===== config.mk =====
export PLATFORM = sky130hd
export DESIGN_NAME = ofm_pack_bank_writer
export DESIGN_NICKNAME = d
export VERILOG_FILES = /design/src/rtl/ofm_pack_bank_writer.sv
export SDC_FILE = /design/constraint.sdc
export NUM_CORES = 1
export LEC_CHECK = 0
export CELL_PAD_IN_SITES_DETAIL_PLACEMENT = 1
export CELL_PAD_IN_SITES_GLOBAL_PLACEMENT = 2
export CORE_ASPECT_RATIO = 0.5
export CORE_MARGIN = 4
export CORE_UTILIZATION = 29
export DETAILED_ROUTE_END_ITERATION = 6
export HOLD_SLACK_MARGIN = 0.12
export PLACE_DENSITY_LB_ADDON = 0.1
export REMOVE_ABC_BUFFERS = 1
export SYNTH_ARGS = -nofsm -noshare
export SYNTH_HDL_FRONTEND = slang
export SYNTH_SLANG_ARGS = --single-unit

===== constraint.sdc =====
create_clock -name clk -period 2 [get_ports clk]
set_input_delay 0.3 -clock clk [delete_from_list [all_inputs] [get_ports clk]]
set_output_delay 0.3 -clock clk [all_outputs]
set_load 0.05 [all_outputs]

===== src/rtl/ofm_pack_bank_writer.sv =====
// Packs PACK OFM words into one IFM line and writes the lines round-robin across NUM_BANK banks,
// advancing the shared bank address once every bank has taken a line.
module ofm_pack_bank_writer #(
  parameter int DATA_W   = 32,
  parameter int PACK     = 4,
  parameter int NUM_BANK = 16,
  parameter int ADDR_W   = 10,
  parameter int CNT_W    = 16
) (
  input  logic                     clk,
  input  logic                     rst,
  input  logic                     i_start,
  input  logic [ADDR_W-1:0]        i_base_addr,
  input  logic                     i_vld,
  input  logic                     i_last,
  input  logic [DATA_W-1:0]        i_ofm,
  output logic                     o_rdy,
  output logic                     o_we,
  output logic [NUM_BANK-1:0]      o_cs,
  output logic [ADDR_W-1:0]        o_addr,
  output logic [DATA_W*PACK-1:0]   o_ifm,
  output logic                     o_busy,
  output logic                     o_done,
  output logic                     o_wrap,
  output logic [CNT_W-1:0]         o_wr_cnt
);

  localparam int LANE_W = $clog2(PACK);
  localparam int BANK_W = $clog2(NUM_BANK);
  localparam int LINE_W = DATA_W * PACK;

  typedef enum logic [1:0] {S_IDLE, S_RUN, S_DRAIN} state_t;

  // Handshake: a word is taken on a cycle where i_vld & o_rdy and i_start is low.
  // o_rdy depends only on state, so there is no combinational path from inputs to o_rdy.
  state_t              state, state_nxt;
  logic [LANE_W-1:0]   lane_cnt;
  logic [BANK_W-1:0]   bank;
  logic [ADDR_W-1:0]   addr;
  logic [LINE_W-1:0]   lanes;
  logic [LINE_W-1:0]   line_nxt;
  logic                accept;
  logic                line_end;

  assign o_rdy    = (state == S_RUN);
  assign o_busy   = (state != S_IDLE);
  assign accept   = o_rdy & i_vld & ~i_start;
  assign line_end = accept & ((lane_cnt == LANE_W'(PACK - 1)) | i_last);

  // Current lane contents with the incoming word merged in at its lane.
  always_comb begin
    line_nxt = lanes;
    line_nxt[int'(lane_cnt)*DATA_W +: DATA_W] = i_ofm;
  end

  always_comb begin
    state_nxt = state;
    if (i_start) begin
      state_nxt = S_RUN;
    end else begin
      case (state)
        S_RUN:   if (accept && i_last) state_nxt = S_DRAIN;
        S_DRAIN: state_nxt = S_IDLE;
        default: state_nxt = state;
      endcase
    end
  end

  always_ff @(posedge clk) begin
    if (rst) state <= S_IDLE;
    else     state <= state_nxt;
  end

  always_ff @(posedge clk) begin
    if (rst) begin
      lane_cnt <= '0;
      bank     <= '0;
      addr     <= '0;
      lanes    <= '0;
      o_we     <= 1'b0;
      o_cs     <= '0;
      o_addr   <= '0;
      o_ifm    <= '0;
      o_done   <= 1'b0;
      o_wrap   <= 1'b0;
      o_wr_cnt <= '0;
    end else begin
      o_we   <= 1'b0;
      o_cs   <= '0;
      o_done <= 1'b0;
      if (i_start) begin
        addr     <= i_base_addr;
        bank     <= '0;
        lane_cnt <= '0;
        lanes    <= '0;
        o_wr_cnt <= '0;
        o_wrap   <= 1'b0;
      end else if (line_end) begin
        o_we     <= 1'b1;
        o_cs     <= NUM_BANK'(1) << bank;
        o_addr   <= addr;
        o_ifm    <= line_nxt;
        o_done   <= i_last;
        o_wr_cnt <= o_wr_cnt + CNT_W'(1);
        lanes    <= '0;
        lane_cnt <= '0;
        // All banks hold a line at this address: move to the next row.
        if (bank == BANK_W'(NUM_BANK - 1)) begin
          bank <= '0;
          addr <= addr + ADDR_W'(1);
          if (&addr) o_wrap <= 1'b1;
        end else begin
          bank <= bank + BANK_W'(1);
        end
      end else if (accept) begin
        lanes    <= line_nxt;
        lane_cnt <= lane_cnt + LANE_W'(1);
      end
    end
  end

endmodule

### Word-level counts from Yosys, hierarchy flattened

Index checks and enable logic that the tools add are counted.

* register bits: 319
* latch bits: 0
* memory bits (writable): 0
* ROM bits: 0
* input port bits: 47
* word-level logic and storage cells: 56
* memories kept: 0

* add/subtract/negate cells: 5
* multipliers: 0
* divide/modulo/power cells: 0
* $lt $le $gt $ge: 0
* equal/unequal tests: 6
* shift operators: 3
* multiplexer cells: 9
* bitwise operators: 6
* reduce and logical (&&, ||, !) cells: 14

Operators by type and width (count)
* 128-bit bitwise mux: 1
* 32-bit by 33-bit variable shift with 128-bit output, first input constant: 1
* 32-bit by 33-bit variable part select with 128-bit output: 1
* 7-bit negation with 33-bit output: 1
* 10-bit 2-to-1 mux: 3
* 16-bit by 1-bit adder with 16-bit output, second input constant: 1
* 1-bit by 4-bit << shifter with 16-bit output, first input constant: 1
* 12-bit AND reduction: 1
* 10-bit by 1-bit adder with 10-bit output, second input constant: 1
* 2-bit AND reduction: 4
* 2-bit nonzero test: 4
* 3-bit OR reduction: 2
* 4-bit by 1-bit adder with 4-bit output, second input constant: 1
* 2-bit equality test, second input constant: 2
* 4-bit equality test, second input constant: 1
* 4-bit 2-to-1 mux: 1
* 2-bit case mux with 2 select lines: 1
* 1-bit bitwise AND: 3
* 3-bit by 2-bit inequality test with 1-bit output, second input constant: 1
* 3-bit nonzero test: 1
* 2-bit by 1-bit adder with 2-bit output, second input constant: 1
* 2-bit by 1-bit equality test with 1-bit output, second input constant: 1
* 1-bit 2-to-1 mux: 2
* 2-bit 2-to-1 mux: 1
* 5 further kinds: 6

### Logic depth before layout (Yosys ltp)

Gate-level depths: netlist (run 1).

* depth after elaboration: 7
* mapped depth: 9
* mapped depth without buffers: 6

### Least setup slack after synthesis (run 1)

OpenSTA, ideal clock, no wires.

* path type: reg2reg
* start point: reg o_wr_cnt[3]
* end point: reg o_wr_cnt[15]
* setup time: 0.070 ns
* data arrival time: 2.208 ns
* data required time: 1.930 ns
* slack: -0.279 ns
* stages on the path, launching flop included: 6
* path buffers: 1
* cell sequence: dfxtp_1 -> nand4_1 -> or4_1 -> buf_2 -> or4_1 -> a21oi_1

* word-level cells in the longest chain between the ends: 1

Ends and longest elaborated chain
* from (decl): line 25 `output logic [CNT_W-1:0] o_wr_cnt`
* from (signal assigned): line 104 `o_wr_cnt <= o_wr_cnt + CNT_W'(1);`
* 16-bit by 1-bit adder with 16-bit output: line 104

Every way passes these cells.
A chain may end at the register's enable or synchronous reset.

### Final worst setup path (run 1)

* start point: reg lane_cnt[1]
* end point: reg lanes[28]

* word-level cells in the longest chain between the ends: 4
* elaborated cells between the ends (all ways): 8
* classes of those cells: 1 x add/sub; 1 x eq/ne; 2 x shift; 1 x mux; 2 x bitwise; 1 x reduce/logical

Ends and longest elaborated chain
* from (decl): line 37 `logic [LANE_W-1:0] lane_cnt;`
* from (signal assigned): line 117 `lane_cnt <= lane_cnt + LANE_W'(1);`
* branches (longest 4 deep; another with 7-bit negation with 33-bit output)
* to (signal assigned): line 116 `lanes <= line_nxt;`
* to (decl): line 40 `logic [LINE_W-1:0] lanes;`

Parallel ways; which one is timed is not known.

==> reports/qor.yml, run 1 <==
route:
  ant_nets: 0
  drt-total-wl_um: 44600
  dr.pass1.iters: 5
  vias_per_cell: 5.35
  drt_iter0_markers: 530
  post_drt_wl_per_cell_um: 20.8
  drc_errors: 0
  vias: 11500
global_routing:
  grt_pass1_vias: 11900
  grt-ovfl-total: 0
  grt_first_pass_wirelength_um: 68600
  grt_usage_pct: 18.4
  grt_max_degree: 80
  antenna_found_initial: 0
placed_design:
  portBuffers: 221
  pre_cts_ws_ns: -0.380
  gp_congestion: 0.746
  post-dp-hpwl_um: 29500
synth:
  synth-seq-cells: 319
  ys_async_sr_fraction_pct: 0
  synthTopCellsByArea: "dfxtp_1, nor2_1, a22oi_1, a211oi_1, a221oi_1"
  syn-instance-count: 1331
  synth-compound-area-share_pct: 23.5
  netlist_area_mm2: 0.0121
  synth_top_family_by_area: "compound AO/OA/AOI/OAI gates"
  yosysSeqAreaShare_pct: 52.7
  synth_fa_ha_area_share_pct: 1.34
  synth_mux_area_share_pct: 0.0826
  synth_edf_count: 0
  synth_xor_area_share_pct: 0.434
  ys_types: 45
  yosys_warnings: 0
  synthSimpleGateAreaFrac_pct: 17.3
  yosys.area.top_type: "dfxtp_1"
  synth_top_area_share_pct: 52.7
  syn_area_per_cell_um2: 9.11
  yosys_most_used_dff: "dfxtp_1"
die:
  die_area_mm2: 0.0453
  die_y_um: 153
  core-area_mm2: 0.0409
  num_rows: 52
  pin_count: 222
  start_util_pct: 29.7
  dieWidth_um: 297
clock_network:
  cts-root-buf: "clkbuf_16"
  insertion_delay_ns: 0.58
  h-tree-depth: 1
  path_clk_slew_ns: 0.07
  cts.sinks: 319
  cts_buffer_depth: 3
  cts-buffers-inserted: 31
  cts_tree: "built"
timing:
  clock_skew_ns: 0.0155
  drv_slew: 0
  period_share_pct: 97.3
  tns_ns: 0
  worst_slack_ns: 0.0544
  max_freq_mhz: 514
  period_minus_slack_ns: 1.95
  grt_setup_unrepaired: "true"
  finalSetupViolCount: 0
  slew_headroom_pct: 62.7
  finalHoldViolCount: 0
  worstMarginPinSlew_ns: 0.559
  holdWs_ns: 0.325
worst_setup_path:
  slowest_delay_ns: 0.38
  rr_endpoint: "lanes[28]$_SDFFE_PP0P_"
  worstPathArrival_ns: 2.47
  ff2ff_setup_slack_ns: 0.05
  crit_buf_inv: 3
  worstPathRequired_ns: 2.52
  worstReg2RegStart: "lane_cnt[1]$_SDFFE_PP0P_"
  cp-start-kind: "register"
  endpoint_kind: "register"
  worstPathMaxFanout: 8
  criticalPathCategory: "register to register"
  crit_chain: "inv_4 > ha_4 > buf_6 > nor4bb_4 > and2_4 > clkbuf_16 > a22oi_1 > nor2_1"
  worstRegToRegCells: 8
  cp_top_family: "simple AND/OR/NAND/NOR gates"
  critPathSlowestCell: "dfxtp_4"
status:
  status: "complete, no violations"
cells_and_area:
  syn2layout_area_growth_pct: 40.4
  n_antenna_cell: 0
  mostFrequentLayoutCells: "dfxtp_1, nor2_1, dlygate4sd2_1"
  nets: 1637
  drive_gt1_share_pct: 14.9
  final_common_cell: "dfxtp_1"
  final_core_util_pct: 41.6
job:
  max-cap-violations: 0
power:
  p_leak_uw: 0.00652
  worst_ir_drop_vdd_v: 0.000546
  powerDensity_mw_per_mm2: 800
hold_path:
  hold_class: "input port to register"
  hold_path_depth: 3
  worstHoldEndpoint: "addr[1]$_SDFFE_PP0P_"
  min_from: "i_base_addr[1]"
-- worst max-delay path by stage --
stage	startpoint	to	slack, ns	cells past startpoint
after floorplan	state[0]$_SDFFE_PP0P_	lanes[100]$_SDFFE_PP0P_	-16.77	4
final	lane_cnt[1]$_SDFFE_PP0P_	lanes[28]$_SDFFE_PP0P_	0.05	8
after CTS	lane_cnt[0]$_SDFFE_PP0P_	o_ifm[92]$_SDFFE_PP0P_	0.01	8
after detailed placement	i_start	lanes[111]$_SDFFE_PP0P_	-0.38	8
after global placement	i_start	o_ifm[13]$_SDFFE_PP0P_	-0.32	8
after global routing	lane_cnt[1]$_SDFFE_PP0P_	lanes[19]$_SDFFE_PP0P_	-0.05	8
-- flip-flops by register name (all words and copies together), names as in the netlist --
signal    cells
bank          4
lane_cnt      2
o_we          1
addr         10
o_ifm       128
state         2
o_cs         16
o_wr_cnt     16
o_done        1
o_addr       10
o_wrap        1
lanes       128
-- where the power goes --
part / internal [uW] / switching, uW / total, uW
combinational: 434 / 816 / 1250
clock: 3180 / 2630 / 5810
sequential: 6470 / 82.2 / 6550
total: 10100 / 3530 / 13600
-- metrics by stage --
| stage | instance area, um2 | std cells | power [uW] |
|---|---|---|---|
| 3_3_place_gp | 15700 | 2072 | 7900 |
| 3_5_place_dp | 15700 | 2072 | 7930 |
| 4_1_cts | 16600 | 2131 | 13700 |
| 6_report | 17000 | 2142 | 13600 |
| 5_1_grt | 17000 | 2142 | 14200 |
| 2_1_floorplan | 11600 | 1206 | 7320 |
-- worst min-delay path, stage by stage --
cell	delay, ns
clkdlybuf4s50_1	0.41
nor2_1	0.09
a211oi_1	0.05
-- cell type report --
| cell class | instances | area (um2) |
|---|---|---|
| Clock inverter | 12 | 96.3 |
| Tap cell | 540 | 676 |
| Sequential cell | 319 | 6400 |
| Multi-Input combinational cell | 869 | 5520 |
| Timing Repair Buffer | 338 | 3380 |
| Fill cell | 4650 | 23800 |
| Inverter | 18 | 70.1 |
| Clock buffer | 46 | 882 |
-- cells by family after synthesis --
family          Yosys count
simple gates            473
compound gates          376
flops                   319
buf+inv                 143
fa+ha+maj                13
xor+xnor                  6
mux                       1
-- routing by layer --
metal  vias to the layer above  GRT usage, %  share of wire [%]
li1                       5403             -                  -
met1                      5821          23.6                 45
met2                       204          33.0                 50
met3                        42          3.22                3.9
met4                         0          2.86                1.2
met5                         -             0                  0
-- cells in the mapped netlist (2+ instances only) --
| cell | count |
|---|---|
| and2_1 | 3 |
| xnor2_1 | 3 |
| and3_1 | 18 |
| o31ai_1 | 5 |
| a22o_1 | 2 |
| dfxtp_1 | 319 |
| or4_1 | 6 |
| nor2b_1 | 3 |
| or2_2 | 3 |
| a21oi_1 | 29 |
| a22oi_1 | 122 |
| buf_2 | 15 |
| a31oi_1 | 2 |
| buf_1 | 9 |
| xor2_1 | 3 |
| nor3b_1 | 2 |
| nand3_1 | 12 |
| a211oi_1 | 115 |
| nor4_1 | 6 |
| or3_1 | 4 |
| o21ai_0 | 9 |
| and4_1 | 4 |
| nand4_1 | 9 |
| a32oi_1 | 11 |
| a221oi_1 | 72 |
| nand2_1 | 43 |
| ha_1 | 13 |
| nor2_1 | 276 |
| inv_1 | 18 |
| nor3_1 | 79 |
| nor4bb_1 | 3 |
| clkbuf_1 | 100 |
-- timing repair --
action | in CTS | in global routing
hold buffers | 1 | 0
resized for setup | 185 | 63
pin swaps | 4 | 62
cloned | 0 | 5
setup endpoints to repair | 299 | 150
setup buffers | 0 | 6
endpoints found under the hold margin | 3 | 0
Power figures use the tool's default switching activity.
==> run 2, diff against run 1 <==
clock period = 1.75 ns   (was 2 ns; I/O delays follow)
==> reports/qor.yml, run 2 (synthesized netlist as in run 1, its figures left out) <==
status:
  status: "complete, but fails checks"
  violations: "setup timing"
clock_network:
  cts-buffers-inserted: 31  # unchanged
  cts.sinks: 319  # unchanged
  cts-root-buf: "clkbuf_16"
  cts_buffer_depth: 3  # unchanged
  cts_tree: "built"
  insertion_delay_ns: 0.60  # +0.02 ns
  holdBufCountCts: 0  # -1
  path_clk_slew_ns: 0.07  # about the same
  h-tree-depth: 1  # unchanged
placed_design:
  placed_area_mm2: 0.0155  # -1.7%
  portBuffers: 221  # unchanged
  gp_congestion: 0.759  # +1.6%
  post-dp-hpwl_um: 29800  # +1.1%
die:
  die_y_um: 153  # unchanged
  core-area_mm2: 0.0409  # unchanged
  die_area_mm2: 0.0453  # unchanged
  start_util_pct: 29.7  # unchanged
  pin_count: 222  # unchanged
  num_rows: 52  # unchanged
  dieWidth_um: 297  # unchanged
timing:
  worstMarginPinSlew_ns: 0.586  # +0.0270 ns
  worst_slack_ns: -0.294  # -0.349 ns
  grt_setup_unrepaired: "true"
  finalHoldViolCount: 0  # unchanged
  holdWs_ns: 0.198  # -0.127 ns
  max_freq_mhz: 489  # -4.8%
  drv_slew: 0  # unchanged
  finalSetupViolCount: 299  # +299
  clock_skew_ns: 0.0232  # +0.00773 ns
  slew_headroom_pct: 60.9  # -1.8 points
  period_minus_slack_ns: 2.04  # +0.0986 ns
  period_share_pct: 117  # +20 points
route:
  vias: 12500  # +9.3%
  drc_errors: 0  # unchanged
  ant_nets: 0  # unchanged
  post_drt_wl_per_cell_um: 24.8  # +19%
  drt_iter0_markers: 813  # +53%
  drt-total-wl_um: 56000  # +26%
  vias_per_cell: 5.55  # +3.6%
  dr.pass1.iters: 5  # unchanged
worst_setup_path:
  worstRegToRegCells: 9  # +1
  cp-start-kind: "register"
  worstPathRequired_ns: 2.27  # -0.25 ns
  worstReg2RegStart: "lane_cnt[0]$_SDFFE_PP0P_"
  rr_endpoint: "lanes[127]$_SDFFE_PP0P_"
  endpoint_kind: "register"
  worstPathMaxFanout: 4  # -4
  ff2ff_setup_slack_ns: -0.29  # -0.35 ns
  criticalPathCategory: "register to register"
  setup.worst_path.start: "lane_cnt[0]$_SDFFE_PP0P_"
  crit_end: "lanes[127]$_SDFFE_PP0P_"
  worstPathArrival_ns: 2.57  # +0.10 ns
cells_and_area:
  syn2layout_area_growth_pct: 69.5
  fin_area_mm2: 0.0205  # +21%
  nets: 1756  # +7.3%
  final_common_cell: "dfxtp_1"
  drive_gt1_share_pct: 43.2  # +28 points
  n_antenna_cell: 0  # unchanged
  mostFrequentLayoutCells: "dfxtp_1, nor2_1, buf_4"
  reg_top3: "lanes (128), o_ifm (128)"
power:
  worst_ir_drop_vdd_v: 0.000781  # +43%
  powerDensity_mw_per_mm2: 825  # +3.1%
  p_leak_uw: 0.00749  # +15%
global_routing:
  grt_pass1_vias: 12700  # +6.7%
  grt_usage_pct: 20.8  # +2.4 points
  grt-ovfl-total: 0  # unchanged
  antenna_found_initial: 2  # +2
  grt_first_pass_wirelength_um: 75600  # +10%
  grt_max_degree: 83  # +3.8%
job:
  max-cap-violations: 0  # unchanged
hold_path:
  hold_class: "input port to register"
  min_from: "rst"
[run 2: cell types whose count changed in the layout (fill, tap and decap cells not counted), moves of 19 or more]
cell           change
clkbuf_16         +20
a211oi_2          +69
buf_4            +174
nor3_2            +19
a22oi_1           -36
buf_16            +19
a221oi_2          +26
a221oi_1          -52
buf_6             +31
dlygate4sd2_1    -161
nor3_1            -20
a211oi_1          -70
a22oi_2           +36
a221oi_4          +26
[run 2: worst min-delay path by stage]
stage / end / slack [ns] / cells after the start
after floorplan: addr[2]$_SDFFE_PP0P_ / 0.33 / 1
after global placement: o_addr[3]$_SDFFE_PP0P_ / 0.45 / 2
after detailed placement: o_addr[6]$_SDFFE_PP0P_ / 0.46 / 2
after CTS: addr[9]$_SDFFE_PP0P_ / 0.17 / 4
after global routing: lane_cnt[0]$_SDFFE_PP0P_ / 0.21 / 4
final: lane_cnt[0]$_SDFFE_PP0P_ / 0.20 / 4
[run 2: final cells by class]
class	instances	area, um2
repair inverters	2	15.0
clock inverters	18	265
multi-input cells	871	7060
fillers	4327	20300
well taps	540	676
flip-flops and latches	319	6400
repair buffers	453	5200
inverters	18	77.6
clock buffers	38	852
[run 2: metrics by stage]
stage,util [%],setup slack [ns],TNS (ns),cells,total power (uW)
floorplan,-,-17.02,-4027.35,1206,8370
global placement,37.9,-0.543,-123.43,2087,9020
detailed placement,37.9,-0.565,-130.60,2087,9040
CTS,45.1,-0.204,-27.78,2186,16800
global route,50.3,-0.367,-63.54,2259,17500
finish,50.3,-0.294,-41.62,2259,16900
[run 2: layer usage]
| layer | up-vias | GRT usage (%) | routed length, um | part of all wire [%] |
|---|---|---|---|---|
| li1 | 5704 | - | - | - |
| met1 | 6394 | 27.4 | 25200 | 45 |
| met2 | 354 | 36.0 | 26700 | 48 |
| met3 | 77 | 3.77 | 3140 | 5.6 |
| met4 | 4 | 3.69 | 969 | 1.7 |
| met5 | - | 0 | 22 | 0.039 |
[run 2: critical path: stages, from the launching register on]
cell	delay, ns
dfxtp_4	0.38
inv_4	0.04
ha_4	0.26
nor4bb_4	0.29
nor2b_4	0.38
buf_12	0.17
buf_16	0.12
buf_12	0.11
a32oi_1	0.10
nor2_1	0.11
[run 2: power breakdown]
part           internal [uW]  switching, uW
Sequential              7390            101
Combinational            741           1180
Clock                   4350           3180
[run 2: what timing repair did]
| action | 4_1_cts | 5_1_grt |
|---|---|---|
| gates resized for setup | 219 | 238 |
| setup buffers | 24 | 50 |
| pin swaps | 114 | 120 |
| gates cloned | 22 | 35 |
| hold endpoints to repair | 0 | 0 |
| endpoints found under the setup margin | 322 | 310 |
